$ cat src/rtl/axil_pkg.sv
// Shared types and constants for the AXI4-lite request master and related blocks.
package axil_pkg;

   localparam int unsigned ADDR_W = 32;
   localparam int unsigned DATA_W = 32;
   localparam int unsigned STRB_W = 4;

   localparam logic [2:0] PROT_DATA = 3'b000;
   localparam logic [2:0] PROT_INSN = 3'b100;

   typedef enum logic [2:0] {
      IDLE,
      WR,
      WR_B,
      RD_A,
      RD_R,
      RESP
   } state_e;

endpackage

$ cat src/rtl/axil_req_master.sv
// Converts a valid/ready request/response stream into single-outstanding AXI4-lite
// transactions; AW and W handshakes are tracked independently.
module axil_req_master
   import axil_pkg::*;
#(
   parameter int unsigned TIMEOUT = 0,
   parameter int unsigned CNT_W   = 16
) (
   input  logic              clk,
   input  logic              rst,

   input  logic              req_valid,
   output logic              req_ready,
   input  logic              req_write,
   input  logic              req_insn,
   input  logic [ADDR_W-1:0] req_addr,
   input  logic [DATA_W-1:0] req_wdata,
   input  logic [STRB_W-1:0] req_wstrb,

   output logic              resp_valid,
   input  logic              resp_ready,
   output logic              resp_write,
   output logic [DATA_W-1:0] resp_rdata,

   output logic              mem_axi_awvalid,
   input  logic              mem_axi_awready,
   output logic [ADDR_W-1:0] mem_axi_awaddr,
   output logic [2:0]        mem_axi_awprot,

   output logic              mem_axi_wvalid,
   input  logic              mem_axi_wready,
   output logic [DATA_W-1:0] mem_axi_wdata,
   output logic [STRB_W-1:0] mem_axi_wstrb,

   input  logic              mem_axi_bvalid,
   output logic              mem_axi_bready,

   output logic              mem_axi_arvalid,
   input  logic              mem_axi_arready,
   output logic [ADDR_W-1:0] mem_axi_araddr,
   output logic [2:0]        mem_axi_arprot,

   input  logic              mem_axi_rvalid,
   output logic              mem_axi_rready,
   input  logic [DATA_W-1:0] mem_axi_rdata,

   output logic              timeout
);

   state_e              state_q;
   logic                awvalid_q, wvalid_q, bready_q, arvalid_q, rready_q;
   logic                aw_done_q, w_done_q;
   logic [ADDR_W-1:0]   addr_q;
   logic [DATA_W-1:0]   wdata_q;
   logic [STRB_W-1:0]   wstrb_q;
   logic [2:0]          arprot_q;
   logic                resp_valid_q, resp_write_q;
   logic [DATA_W-1:0]   resp_rdata_q;
   logic                timeout_q;
   logic [CNT_W-1:0]    cnt_q;

   logic                aw_hs, w_hs, bus_wait;

   assign aw_hs    = awvalid_q & mem_axi_awready;
   assign w_hs     = wvalid_q & mem_axi_wready;
   assign bus_wait = (state_q == WR) || (state_q == WR_B) ||
                     (state_q == RD_A) || (state_q == RD_R);

   always_ff @(posedge clk) begin
      if (rst) begin
         state_q      <= IDLE;
         awvalid_q    <= 1'b0;
         wvalid_q     <= 1'b0;
         bready_q     <= 1'b0;
         arvalid_q    <= 1'b0;
         rready_q     <= 1'b0;
         aw_done_q    <= 1'b0;
         w_done_q     <= 1'b0;
         addr_q       <= '0;
         wdata_q      <= '0;
         wstrb_q      <= '0;
         arprot_q     <= PROT_DATA;
         resp_valid_q <= 1'b0;
         resp_write_q <= 1'b0;
         resp_rdata_q <= '0;
         timeout_q    <= 1'b0;
         cnt_q        <= '0;
      end else begin
         // Counter saturates; every state transition below reloads it with zero.
         if (bus_wait) begin
            if (cnt_q != '1)
               cnt_q <= cnt_q + CNT_W'(1);
            if (TIMEOUT != 0 && cnt_q == CNT_W'(TIMEOUT - 1))
               timeout_q <= 1'b1;
         end

         case (state_q)
            IDLE: begin
               if (req_valid) begin
                  cnt_q  <= '0;
                  addr_q <= req_addr;
                  if (req_write) begin
                     wdata_q   <= req_wdata;
                     wstrb_q   <= req_wstrb;
                     awvalid_q <= 1'b1;
                     wvalid_q  <= 1'b1;
                     state_q   <= WR;
                  end else begin
                     arprot_q  <= req_insn ? PROT_INSN : PROT_DATA;
                     arvalid_q <= 1'b1;
                     state_q   <= RD_A;
                  end
               end
            end

            WR: begin
               if (aw_hs) begin
                  awvalid_q <= 1'b0;
                  aw_done_q <= 1'b1;
               end
               if (w_hs) begin
                  wvalid_q <= 1'b0;
                  w_done_q <= 1'b1;
               end
               if ((aw_done_q | aw_hs) & (w_done_q | w_hs)) begin
                  aw_done_q <= 1'b0;
                  w_done_q  <= 1'b0;
                  bready_q  <= 1'b1;
                  cnt_q     <= '0;
                  state_q   <= WR_B;
               end
            end

            WR_B: begin
               if (mem_axi_bvalid & bready_q) begin
                  bready_q     <= 1'b0;
                  resp_valid_q <= 1'b1;
                  resp_write_q <= 1'b1;
                  resp_rdata_q <= '0;
                  cnt_q        <= '0;
                  state_q      <= RESP;
               end
            end

            RD_A: begin
               if (arvalid_q & mem_axi_arready) begin
                  arvalid_q <= 1'b0;
                  rready_q  <= 1'b1;
                  cnt_q     <= '0;
                  state_q   <= RD_R;
               end
            end

            RD_R: begin
               if (mem_axi_rvalid & rready_q) begin
                  rready_q     <= 1'b0;
                  resp_valid_q <= 1'b1;
                  resp_write_q <= 1'b0;
                  resp_rdata_q <= mem_axi_rdata;
                  cnt_q        <= '0;
                  state_q      <= RESP;
               end
            end

            RESP: begin
               if (resp_ready) begin
                  resp_valid_q <= 1'b0;
                  cnt_q        <= '0;
                  state_q      <= IDLE;
               end
            end

            default: state_q <= IDLE;
         endcase
      end
   end

   assign req_ready       = (state_q == IDLE);

   assign mem_axi_awvalid = awvalid_q;
   assign mem_axi_awaddr  = addr_q;
   assign mem_axi_awprot  = PROT_DATA;
   assign mem_axi_wvalid  = wvalid_q;
   assign mem_axi_wdata   = wdata_q;
   assign mem_axi_wstrb   = wstrb_q;
   assign mem_axi_bready  = bready_q;
   assign mem_axi_arvalid = arvalid_q;
   assign mem_axi_araddr  = addr_q;
   assign mem_axi_arprot  = arprot_q;
   assign mem_axi_rready  = rready_q;

   assign resp_valid      = resp_valid_q;
   assign resp_write      = resp_write_q;
   assign resp_rdata      = resp_rdata_q;
   assign timeout         = timeout_q;

endmodule

$ cat config.mk
export PLATFORM = sky130hd
export DESIGN_NAME = axil_req_master
export DESIGN_NICKNAME = d
export VERILOG_FILES = /design/src/rtl/axil_pkg.sv /design/src/rtl/axil_req_master.sv
export SDC_FILE = /design/constraint.sdc
export NUM_CORES = 1
export LEC_CHECK = 0
export BUFFER_PORTS_ARGS = -buffer_cell sky130_fd_sc_hd__buf_2
export CORE_MARGIN = 8
export CORE_UTILIZATION = 45
export CTS_BUF_LIST = sky130_fd_sc_hd__clkbuf_8
export DETAILED_ROUTE_END_ITERATION = 10
export PLACE_DENSITY = 0.82
export REMOVE_ABC_BUFFERS = 1
export SLEW_MARGIN = 20
export SYNTH_ARGS = -nofsm -noshare
export SYNTH_HDL_FRONTEND = slang
export SYNTH_SLANG_ARGS = --single-unit
$ cat constraint.sdc
create_clock -name clk -period 1.78 [get_ports clk]
set_clock_uncertainty 0.1 [all_clocks]
set_input_delay 0.089 -clock clk [delete_from_list [all_inputs] [get_ports clk]]
set_output_delay 0.089 -clock clk [all_outputs]
set_load 0.1 [all_outputs]
# Yosys cells after proc, flatten, opt, wreduce, memory -nomap -nowiden
# Cells that the tools add are included.
word_totals:
  word_cells: 98
  ff_bits: 115
  input_bits: 111
  output_inout_bits: 147
op_classes:
  n_eq_ne: 15
  n_reduce_logical: 22
  muxes: 37
  bitwise_logic: 9
ops:
  columns: ["op", "n"]
  rows:
  - ["$mux 32", 2]
  - ["$pmux 32 s2", 1]
  - ["$mux 3", 7]
  - ["$mux 1", 18]
  - ["$pmux 3 s6", 1]
  - ["$reduce_and 4->1", 4]
  - ["$reduce_and 3->1", 5]
  - ["$reduce_bool 2->1", 7]
  - ["$pmux 1 s2", 6]
  - ["$ne 2x1->1 const B", 5]
  - ["$ne 2x2->1 const B", 5]
  - ["$and 1x1->1", 6]
  - ["$eq 3x2->1 const B", 2]
  - ["$eq 3x3->1 const B", 2]
  - ["$reduce_and 2->1", 3]
  - ["$reduce_and 6->1", 1]
  - ["$eq 3x1->1 const B", 1]
  - ["$logic_not 3->1", 1]
  - ["$pmux 1 s3", 1]
  - ["$reduce_bool 3->1", 1]
  - ["$mux 2", 1]
  - ["$or 1x1->1", 2]
  - ["$not 1->1", 1]

# Logic depth before layout (Yosys ltp)
# Gate-level depths: netlist of the first run.
logic_depth:
  word_depth: 5
  mapped_depth: 7
  depth_no_buf: 4

# Least setup slack after synthesis of the first run
# OpenSTA, ideal clock, no wires.
synth_timing:
  path_kind: "flip-flop to output port"
  start: "reg state_q[0]"
  end: "out req_ready"
  path_stages_with_launch: 4
  arrival_time_ps: 2725
  path_slack_ps: -1134
  path_cell_list: "dfxtp_1 -> buf_4 -> clkbuf_1 -> nor3_1"
synth_between:
  elab_chain_cells: 1
synth_rtl:
  columns: ["element", "line", "text"]
  rows:
  - ["start: declaration", "axil_req_master.sv:50", "state_e state_q;"]
  - ["start signal: assignment", "axil_req_master.sv:71", "state_q <= IDLE;"]
  - ["start signal: assignment", "axil_req_master.sv:107", "state_q <= WR;"]
  - ["start signal: assignment", "axil_req_master.sv:111", "state_q <= RD_A;"]
  - ["$logic_not 3->1", "axil_req_master.sv:178", "assign req_ready = (state_q == IDLE);"]
  - ["end: declaration", "axil_req_master.sv:13", "output logic req_ready,"]
# No other way between the ends.

# Worst setup path in the final report of the first run
layout_timing:
  start: "reg state_q[0]"
  end: "reg state_q[1]"
layout_between:
  elab_chain_cells: 3
  word_cells_on_any_way: 14
layout_rtl:
  columns: ["element", "line", "text"]
  rows:
  - ["$eq 3x3->1 (tied with other cells)", "axil_req_master.sv:97", "case (state_q)"]
  - ["$ne 2x1->1 (no source line) / $ne 2x2->1 (equally long branches)", null, null]
  - ["$reduce_and 6->1 (no source line)", null, null]
# Parallel ways exist; a longest one is shown, timed or not.
# A chain may end at the register's enable or synchronous reset.

==> summary.md, run 1 <==
| Metric | Value |
|---|---|
| Run status | `finished, final reports clean` |
| Cells along the critical path | `buf_6 > nand2_1 > a32oi_2 > o211ai_1 > mux2_1` |
| Drt pass-1 iters | `6` |
| R2R depth | `5` |
| Vias per Instance | `5.11` |
| H-tree levels | `4` |
| # IOs | `258` |
| CTS tree | `yes` |
| Min-delay worst type | `input pin to flip-flop` |
| IO Port Bufs | `251` |
| Cell Area, Synth | `4350 um^2` |
| Leak | `3.35 nW` |
| Post-CTS setup buffers | `0` |
| Pre-CTS WS | `-0.0280 ns` |
| Nets | `958` |
| Fmax | `0.591 GHz` |
| # rows | `36` |
| # placed instances | `853` |
| Root buffer cell | `clkbuf_8` |
| Vias in the first global route | `5326` |
| Peak supply drop | `988 uV` |
| Gr usage total | `24.9%` |
| CTS sink cnt | `113` |
| Clk pwr share | `26.0%` |
| Seq cells post-synth | `113` |
| CTS Buf Count | `17` |
| Hold Fails Final Rpt | `0` |
| Worst hold slack | `0.0901 ns` |
| Slowest cell on crit path | `dfxtp_2` |
| Crit Path Class | `flip-flop to flip-flop` |
| Die height | `114 um` |
| Fillers | `644` |
| Post-synth cell types | `37` |
| Total of max-cap violations | `0` |
| Initial DRC Count | `361` |
| Clock tree buffer depth | `2` |
| Die width | `114 um` |
| Seq/Total Area, Yosys | `52.0%` |
| Comb power frac | `45.5%` |
| Final setup margin | `0.0868 ns` |
| Finish-stage setup viols | `0` |
| Critical path capture point type | `flip-flop` |
| Min cycle time layout | `1.69 ns` |
| Final std cells w/o fill | `995` |
| Final Cycle Share | `95.1%` |
| Setup tns final | `0 ns` |
| P&R area growth vs syn | `63.0%` |
| CP max stage delay | `0.42 ns` |
| Post-Route Utilization | `73.9%` |
| CP Depth | `5` |
| Max-slew headroom | `65.2%` |
| Die area | `13100 um^2` |
| Critical Path Source | `state_q[0]` |
| Share of cells above drive strength 1 | `35.6%` |
| Largest net degree at the start of global routing | `55` |
| RSZ-0062 raised after global routing | `no` |
| Worst R2R Start | `state_q[0]` |
| Gpl congestion | `0.901` |
| CP delay by family, top | `flip-flops` |
| Sw power | `5.22 mW` |
| Routed length per instance | `16.7 um` |
| Max FO, Critical Path | `13` |
| DR vias | `5080` |
| Internal power | `5.51 mW` |
| CP startpoint kind | `flip-flop` |
| Final HPWL DP | `10100 um` |
| Cells on Worst Hold Path | `4` |
| Sw Ratio | `48.6%` |
| Seq pwr share | `28.5%` |
| Worst-Margin Slew | `0.522 ns` |
| Final Slew Violations | `0` |
| # DRC | `0` |
| Wirelength, routed | `16600 um` |
| Synth Instances | `525` |
| Post-route ant nets | `0` |
| Yosys warns | `0` |
| Crit path required time | `1.97 ns` |
| Hold Crit Start | `mem_axi_bvalid` |
| Buffers & Inverters on Critical Path | `1` |
| Syn_area_per_cell | `8.29 um^2` |
| Total core area | `9590 um^2` |
| Worst path arrival time | `1.89 ns` |
| Initial antenna violation count | `2` |
| Clock latency on the worst-skew pair | `0.41 ns` |
| Clock transition at the registers of the reported paths | `0.07 ns` |
| Initial core utilization | `45.4%` |
| Global-route wire length before repair | `25900 um` |
| GRT Residual Overflow | `0` |
| PwrDens | `1510 nW/um^2` |
## cells by family after synthesis
group | after synthesis | share of synthesized area [%]
AND/OR/NAND/NOR | 198 | 18.7
AO/OA/AOI/OAI | 130 | 17.7
flip-flops | 113 | 52.0
buffers and inverters | 81 | 11.0
multiplexers | 2 | 0.489
other | 1 | 0.0861
## placed cells by master (no fill, tap or decap), drive strengths merged, types with 2 or more instances in the layout
cell type / netlist / layout
a211oi: 3 / 3
a21o: 2 / 2
a21oi: 78 / 78
a22oi: 32 / 32
a31oi: 3 / 3
buf: 54 / 266
bufinv: 0 / 5
clkbuf: 22 / 19
clkinv: 0 / 5
clkinvlp: 0 / 3
conb: 1 / 6
dfxtp: 113 / 113
diode: 0 / 2
dlygate4sd3: 0 / 108
inv: 5 / 5
nand2: 141 / 141
nand4b: 2 / 2
nor2: 38 / 38
nor2b: 4 / 4
nor3: 4 / 4
o21ai: 5 / 5
## metrics by stage
stage	area, um^2	power [mW]
after floorplan	3910	6.71
after global placement	5510	7.62
after detailed placement	5510	7.70
after CTS	7080	10.7
after global routing	7090	11.1
final	7090	10.7
## power groups by stage
stage | registers, mW | logic (mW) | clock network [mW]
after detailed placement | 3.09 | 4.61 | 0
after CTS | 3.04 | 4.83 | 2.83
after floorplan | 5.89 | 0.818 | 0
after global routing | 3.09 | 5.06 | 2.95
after global placement | 3.06 | 4.56 | 0
final | 3.05 | 4.88 | 2.79
## area by class of cell
type                       instances  area, um^2  share of cell area (%)
inverter                           5        18.8                   0.265
timing repair buffer             374        2520                    35.6
tap                              133         166                    2.35
clock buffer                      19         262                    3.69
antenna                            2        5.00                  0.0705
clock inverter                    13         209                    2.95
multi-input combinational        336        1640                    23.2
sequential                       113        2270                    31.9
## cells in the mapped netlist, drive strengths merged
master   count  area [um^2]
a2111oi      1         8.76
a211o        1         8.76
a211oi       3         22.5
a21o         2         15.0
a21oi       78          390
a22oi       32          240
a31o         1         8.76
a31oi        3         18.8
a32oi        1         8.76
and2         1         6.26
buf         54          378
clkbuf      22         82.6
conb         1         3.75
dfxtp      113         2260
inv          5         18.8
mux2         1         11.3
mux2i        1         10.0
nand2      141          529
nand2b       1         6.26
nand3        1         5.00
nand3b       1         7.51
nand4        1         6.26
nand4b       2         17.5
nor2        38          145
nor2b        4         25.0
nor3         4         20.0
nor3b        1         7.51
nor4b        1         23.8
o2111ai      1         8.76
o211ai       1         7.51
o21a         1         7.51
o21ai        5         25.0
or3          1         6.26
or4b         1         10.0
## what timing repair did
item                                    CTS  global route
gates resized for setup                   4             4
pin swaps                                 0             0
endpoints found under the setup margin    2            58
hold endpoints to repair                111             0
hold buffers                            108             0
## path summary, 6_finish.rpt
path | end | slack (ns)
worst max-delay path | state_q[1] | 0.09
worst min-delay path | mem_axi_bready | 0.09
worst max register to register | state_q[1] | 0.09
worst min register to register | resp_valid | 0.35
## sequential cells by signal, indices dropped and copies added (netlist names), 3 cells and up
| name | flops |
|---|---|
| mem_axi_araddr | 32 |
| mem_axi_wdata | 32 |
| resp_rdata | 32 |
| mem_axi_wstrb | 4 |
| state_q | 3 |
## worst reg2reg max path, cell delays in order, from the launching register on
cell and delay, ns:
dfxtp_2 0.42, buf_6 0.18, nand2_1 0.12, a32oi_2 0.24, o211ai_1 0.18, mux2_1 0.34
## layer usage
metal / track usage [%] / up-vias / part of all wire, %
met4: 15.3 / 0 / 3.9
met2: 45.1 / 307 / 52
met1: 23.4 / 2362 / 35
met5: 0 / - / 0
met3: 9.28 / 58 / 9.3
li1: - / 2353 / -
No activity file was read; power rests on OpenSTA's default activity.
==> run 2: changes to the inputs <==
--- a/config.mk
+++ b/config.mk
@@ -7,10 +7,9 @@
 export LEC_CHECK = 0
 export BUFFER_PORTS_ARGS = -buffer_cell sky130_fd_sc_hd__buf_2
 export CORE_MARGIN = 8
-export CORE_UTILIZATION = 45
-export CTS_BUF_LIST = sky130_fd_sc_hd__clkbuf_8
+export CORE_UTILIZATION = 43
 export DETAILED_ROUTE_END_ITERATION = 10
-export PLACE_DENSITY = 0.82
+export PLACE_DENSITY = 0.79
 export REMOVE_ABC_BUFFERS = 1
 export SLEW_MARGIN = 20
 export SYNTH_ARGS = -nofsm -noshare
==> constraint.sdc (replaced) <==
create_clock -name clk -period 1.8 [get_ports clk]
set_clock_uncertainty 0.1 [all_clocks]
set_input_delay 0.09 -clock clk [delete_from_list [all_inputs] [get_ports clk]]
set_output_delay 0.09 -clock clk [all_outputs]
set_load 0.1 [all_outputs]
==> summary.md, run 2 (synthesized netlist as in run 1, its figures left out) <==
| Metric | Value |
|---|---|
| Min cycle time layout | `1.81 ns` |
| Leak | `3.43 nW (+2.2%)` |
| Final setup margin | `-0.0143 ns (-0.101 ns)` |
| Routed length per instance | `16.9 um (+1.1%)` |
| Max FO, Critical Path | `13 (unchanged)` |
| GRT Residual Overflow | `0 (unchanged)` |
| Most frequent cells in the layout | `buf_2, nand2_1, dfxtp_1` |
| Final std cells w/o fill | `1002 (+0.70%)` |
| Critical path capture point type | `output port` |
| CTS tree | `yes` |
| Global-route wire length before repair | `25300 um (-2.3%)` |
| Gr usage total | `24.0% (-0.97 points)` |
| Seq pwr share | `26.8% (-1.7 points)` |
| Finish-stage setup viols | `1 (+1)` |
| # DRC | `0 (unchanged)` |
| Final Cycle Share | `101%` |
| Initial core utilization | `44.3% (-1.0 points)` |
| Wirelength, routed | `17000 um (+1.8%)` |
| Die height | `117 um (+2.0%)` |
| Fmax | `0.551 GHz` |
| # rows | `36 (unchanged)` |
| Drt pass-1 iters | `5 (-1)` |
| Commonest non-fill, non-tap cell in the layout | `buf_2` |
| Crit path required time | `1.61 ns (-0.36 ns)` |
| # placed instances | `854 (+0.12%)` |
| IO Port Bufs | `251 (unchanged)` |
| Worst-Margin Slew | `0.707 ns (+0.185 ns)` |
| Gpl congestion | `0.789 (-12%)` |
| Clk pwr share | `29.8% (+3.8 points)` |
| Hold Fails Final Rpt | `0 (unchanged)` |
| Sw power | `5.25 mW (+0.67%)` |
| Total of max-cap violations | `0 (unchanged)` |
| Initial DRC Count | `327 (-9.4%)` |
| Vias per Instance | `5.02 (-1.7%)` |
| Max-slew headroom | `52.8% (-12 points)` |
| Clock latency on the worst-skew pair | `0.51 ns (+0.10 ns)` |
| Total core area | `9820 um^2 (+2.3%)` |
| PwrDens | `1540 nW/um^2 (+1.9%)` |
| Internal power | `5.94 mW (+7.8%)` |
| Pre-CTS WS | `-0.0137 ns (+0.0143 ns)` |
| Peak supply drop | `1100 uV (+12%)` |
| Share of cells above drive strength 1 | `35.6% (about the same)` |
| Die width | `117 um (+2.0%)` |
| # IOs | `258 (unchanged)` |
| P&R area growth vs syn | `66.9%` |
| Run status | `complete, but fails checks` |
| Violated checks | `setup timing` |
| Min-delay worst type | `input pin to flip-flop` |
| Vias in the first global route | `5210 (-2.2%)` |
| RSZ-0062 raised after global routing | `yes` |
| Final HPWL DP | `10200 um (+0.50%)` |
| DR vias | `5031 (-0.96%)` |
| Crit Path Class | `flip-flop to output port` |
| Largest net degree at the start of global routing | `56 (+1.8%)` |
| Worst path arrival time | `1.62 ns (-0.27 ns)` |
| CP startpoint kind | `flip-flop` |
| Die area | `13600 um^2 (+4.0%)` |
| H-tree levels | `4 (unchanged)` |
| CTS Buf Count | `17 (unchanged)` |
| Nets | `963 (+0.52%)` |
| Clock tree buffer depth | `2 (unchanged)` |
| Initial antenna violation count | `2 (unchanged)` |
| Root buffer cell | `clkbuf_8` |
| Post-route ant nets | `0 (unchanged)` |
| Comb power frac | `43.4% (-2.1 points)` |
| Final Slew Violations | `0 (unchanged)` |
| CTS sink cnt | `113 (unchanged)` |
| Final Power | `11.2 mW (+4.3%)` |
| Sw Ratio | `46.9% (-1.7 points)` |
| Clock transition at the registers of the reported paths | `0.05 ns (-0.02 ns)` |
run 2: layout make-up:
type / instances / area [um^2]
flip-flops and latches: 113 / 2270
multi-input cells: 337 / 1660
repair buffers: 378 / 2550
clock buffers: 22 / 463
diodes: 4 / 10.0
inverters: 5 / 18.8
fillers: 668 / 2550
well taps: 133 / 166
clock inverters: 10 / 133
run 2: through the flow:
| step | util [%] | hold slack, ns | instance area [um^2] | TNS [ns] |
|---|---|---|---|---|
| after detailed placement | 56.0 | 0.236 | 5500 | -0.0137 |
| after floorplan | - | 0.0591 | 3910 | -63.05 |
| after global routing | 73.9 | 0.0430 | 7260 | -0.0623 |
| after global placement | 56.0 | 0.230 | 5490 | -3.28 |
| final | 74.0 | 0.0423 | 7270 | -0.0143 |
| after CTS | 73.2 | 0.00211 | 7190 | 0 |
run 2: critical path, stage by stage (launching register included):
cell and delay (ns):
dfxtp_1 0.31, buf_4 0.18, nor3_1 0.34, buf_6 0.28
run 2: metal layers:
metal,vias up,global-route usage [%],share of wire [%]
met1,2315,23.4,35
met5,-,0,0
met3,74,7.45,8.2
li1,2373,-,-
met2,269,42.3,52
met4,0,17.5,5.4
run 2: path summary, 6_finish.rpt:
kind,startpoint,to,slack [ns],depth (start not counted)
worst min-delay path,req_valid,mem_axi_wvalid,0.04,4
worst max-delay path,state_q[2],req_ready,-0.01,3
worst max register to register,state_q[1],resp_rdata[18],0.03,4
worst min register to register,resp_valid,resp_valid,0.34,2
run 2: power groups by stage:
stage                     Combinational [mW]  Sequential [mW]  Clock (mW)
after detailed placement                4.56             3.03           0
final                                   4.85             3.00        3.34
after global placement                  4.53             3.00           0
after floorplan                        0.810             5.83           0
after global routing                    5.03             3.03        3.49
after CTS                               4.77             2.98        3.37
run 2: timing repair:
| item | 4_1_cts | 5_1_grt |
|---|---|---|
| setup buffers | 0 | 2 |
| hold buffers | 109 | 0 |
| endpoints found under the setup margin | 2 | 46 |
| pin swaps | 0 | 1 |
| hold endpoints to repair | 113 | 0 |
| gates resized for setup | 2 | 8 |
| cloned | 0 | 1 |
==> run 3: changes to the inputs <==
--- a/config.mk
+++ b/config.mk
@@ -5,11 +5,12 @@
 export SDC_FILE = /design/constraint.sdc
 export NUM_CORES = 1
 export LEC_CHECK = 0
+export ABC_AREA = 1
 export BUFFER_PORTS_ARGS = -buffer_cell sky130_fd_sc_hd__buf_2
 export CORE_MARGIN = 8
-export CORE_UTILIZATION = 43
+export CORE_UTILIZATION = 44
 export DETAILED_ROUTE_END_ITERATION = 10
-export PLACE_DENSITY = 0.79
+export PLACE_DENSITY = 0.8
 export REMOVE_ABC_BUFFERS = 1
 export SLEW_MARGIN = 20
 export SYNTH_ARGS = -nofsm -noshare
==> summary.md, run 3 <==
| Metric | Value |
|---|---|
| Run status | `finished, final reports clean` |
| Post-synth top flop | `dfxtp_1` |
| Largest net degree at the start of global routing | `41 (-27%)` |
| Critical Path Source | `state_q[1]` |
| Count leader, synth | `nand2_1` |
| Clock tree buffer depth | `2 (unchanged)` |
| Total of max-cap violations | `0 (unchanged)` |
| Die area | `14100 um^2 (+3.6%)` |
| Post-synth cell types | `27 (-27%)` |
| CTS tree | `yes` |
| Hold Fails Final Rpt | `0 (unchanged)` |
| Initial DRC Count | `395 (+21%)` |
| Global-route wire length before repair | `27200 um (+7.2%)` |
| Top post-synthesis cells by area | `dfxtp_1, nand2_1, a21oi_1` |
| Worst hold slack | `0.299 ns (+0.257 ns)` |
| Worst R2R Start | `state_q[0]` |
| Synth Instances | `582 (+11%)` |
| Die width | `119 um (+1.8%)` |
| Pre-CTS WS | `0.125 ns (+0.139 ns)` |
| # DRC | `0 (unchanged)` |
| R2R depth | `7 (+3)` |
| Gpl congestion | `0.830 (+5.2%)` |
| Root buffer cell | `clkbuf_8` |
| Vias in the first global route | `5471 (+5.0%)` |
| Clock transition at the registers of the reported paths | `0.06 ns (about the same)` |
| DR vias | `5159 (+2.5%)` |
| Seq/Total Area, Yosys | `48.7% (-3.2 points)` |
| Yosys warns | `0 (unchanged)` |
| Commonest non-fill, non-tap cell in the layout | `buf_2` |
| Total core area | `10300 um^2 (+4.7%)` |
| Drt pass-1 iters | `5 (unchanged)` |
| Min cycle time layout | `1.69 ns (-0.121 ns)` |
| Reg-to-reg endpoint | `resp_write` |
| CTS sink cnt | `113 (unchanged)` |
| Wirelength, routed | `17300 um (+2.1%)` |
| Final HPWL DP | `10200 um (+0.12%)` |
| Worst path arrival time | `1.50 ns (-0.12 ns)` |
| GRT Residual Overflow | `0 (unchanged)` |
| Crit path required time | `1.61 ns (about the same)` |
| Gr usage total | `23.3% (-0.61 points)` |
| Fmax | `0.591 GHz (+7.2%)` |
| Critical path capture point type | `output port` |
| CP startpoint kind | `flip-flop` |
| Area share of the largest cell type after synthesis | `48.7% (-3.2 points)` |
| FFs w/ async S/R, synth | `0% (unchanged)` |
| Cells on Worst Hold Path | `4 (unchanged)` |
| Syn_area_per_cell | `7.97 um^2 (-3.8%)` |
| Min-delay worst type | `input pin to flip-flop` |
| CTS Buf Count | `17 (unchanged)` |
| Top post-synthesis cells by count | `nand2_1, dfxtp_1, a21oi_1` |
| Vias per Instance | `4.88 (-2.8%)` |
| Endpoint of the worst hold path | `mem_axi_araddr[7]` |
| Final setup margin | `0.107 ns (+0.121 ns)` |
| Max-slew headroom | `64.8% (+12 points)` |
| Initial core utilization | `45.2% (+0.82 points)` |
| Clock latency on the worst-skew pair | `0.49 ns (-0.02 ns)` |
| Initial antenna violation count | `2 (unchanged)` |
| PwrDens | `1670 nW/um^2 (+8.2%)` |
| Seq cells post-synth | `113 (unchanged)` |
| Peak supply drop | `1770 uV (+60%)` |
| Reg2reg setup slack | `0.14 ns (+0.11 ns)` |
| Finish-stage setup viols | `0 (-1)` |
| IO Port Bufs | `251 (unchanged)` |
| Most frequent cells in the layout | `buf_2, nand2_1, dlygate4sd3_1` |
| # rows | `37 (+2.8%)` |
| Post-route ant nets | `0 (unchanged)` |
| Cell Area, Synth | `4640 um^2 (+6.6%)` |
| EDFF count, synth | `0 (unchanged)` |
| Max FO, Critical Path | `14 (+1)` |
| Final Cycle Share | `94.1% (-6.7 points)` |
| # IOs | `258 (unchanged)` |
| P&R area growth vs syn | `60.7%` |
| Crit Path Class | `flip-flop to output port` |
| Leak | `3.50 nW (+2.1%)` |
| Worst-Margin Slew | `0.527 ns (-0.180 ns)` |
| Die height | `119 um (+1.8%)` |
| Share of cells above drive strength 1 | `36.7% (+1.1 points)` |
| Hold Crit Start | `req_addr[7]` |
| Dominant cell type by area after synthesis | `dfxtp_1` |
| Final Slew Violations | `0 (unchanged)` |
| Nets | `1017 (+5.6%)` |
| Routed length per instance | `16.4 um (-3.2%)` |
| H-tree levels | `4 (unchanged)` |
==> run 3: cell types whose count changed after synthesis, moves of 4 or more <==
| cell | previous run | this run |
|---|---|---|
| a21oi_1 | 78 | 97 |
| a21oi_2 | 0 | 12 |
| a22oi_1 | 32 | 0 |
| buf_6 | 0 | 13 |
| clkbuf_1 | 22 | 9 |
| inv_1 | 5 | 14 |
| inv_2 | 0 | 4 |
| nand2_1 | 141 | 174 |
| nand2_2 | 0 | 13 |
| nand3_1 | 1 | 42 |
| nor2_1 | 37 | 16 |
| nor2b_1 | 4 | 0 |
| o21ai_0 | 4 | 8 |
==> run 3: power breakdown <==
| part | switching, mW | internal (mW) | total, mW |
|---|---|---|---|
| clock | 1.20 | 2.12 | 3.32 |
| sequential | 0.237 | 2.82 | 3.05 |
| combinational | 4.74 | 1.32 | 6.06 |
==> run 3: stage by stage <==
stage	setup TNS, ns	utilization, %	total power [mW]	area (um^2)	instances
3_3_place_gp	0	55.3	8.61	5690	909
6_report	0	72.6	12.4	7460	1057
3_5_place_dp	0	55.3	8.63	5690	909
2_1_floorplan	-53.87	-	7.38	4100	512
5_1_grt	-0.00800	72.6	12.9	7460	1057
4_1_cts	-0.00178	72.2	12.3	7420	1053
==> run 3: logic make-up after synthesis <==
logic type	count (synthesis)	share of synthesized area, %
and+or+nand+nor	254	23.1
AOI/OAI and AO/OA	120	14.5
DFF	113	48.7
buffers and inverters	94	13.5
other	1	0.0808
==> run 3: how the worst max path moves through the flow <==
stage and endpoint:
2_1_floorplan mem_axi_araddr[0], 3_3_place_gp resp_rdata[21], 3_5_place_dp resp_rdata[30], 4_1_cts req_ready, 5_1_grt resp_rdata[4], 6_report req_ready
==> run 3: timing repair <==
item / CTS / global route
resized for setup: 4 / 3
setup endpoints to repair: 1 / 34
setup buffers: 1 / 1
pin swaps: 1 / 1
gates cloned: 0 / 1
hold buffers: 111 / 0
endpoints found under the hold margin: 112 / 0
==> run 3: critical path, stage by stage, from the launching register on <==
cell and delay (ns):
dfxtp_2 0.35, inv_2 0.08, nand2_2 0.08, nor2_4 0.15, buf_12 0.16, buf_12 0.18
==> run 3: final cells by class <==
class | instances | area [um^2]
clock buffer | 17 | 414
timing repair buffer | 375 | 2580
sequential | 113 | 2270
inverter | 19 | 71.3
fill | 756 | 2820
clock inverter | 15 | 184
antenna | 2 | 5.00
multi-input combinational | 380 | 1770
tap | 136 | 170
==> run 3: per-layer routing <==
layer / vias to the layer above / wire (um) / track usage (%)
met5: - / 0 / 0
met4: 0 / 396 / 9.25
met3: 28 / 1140 / 6.95
met2: 259 / 9250 / 43.8
met1: 2379 / 6520 / 23.6
li1: 2493 / - / -
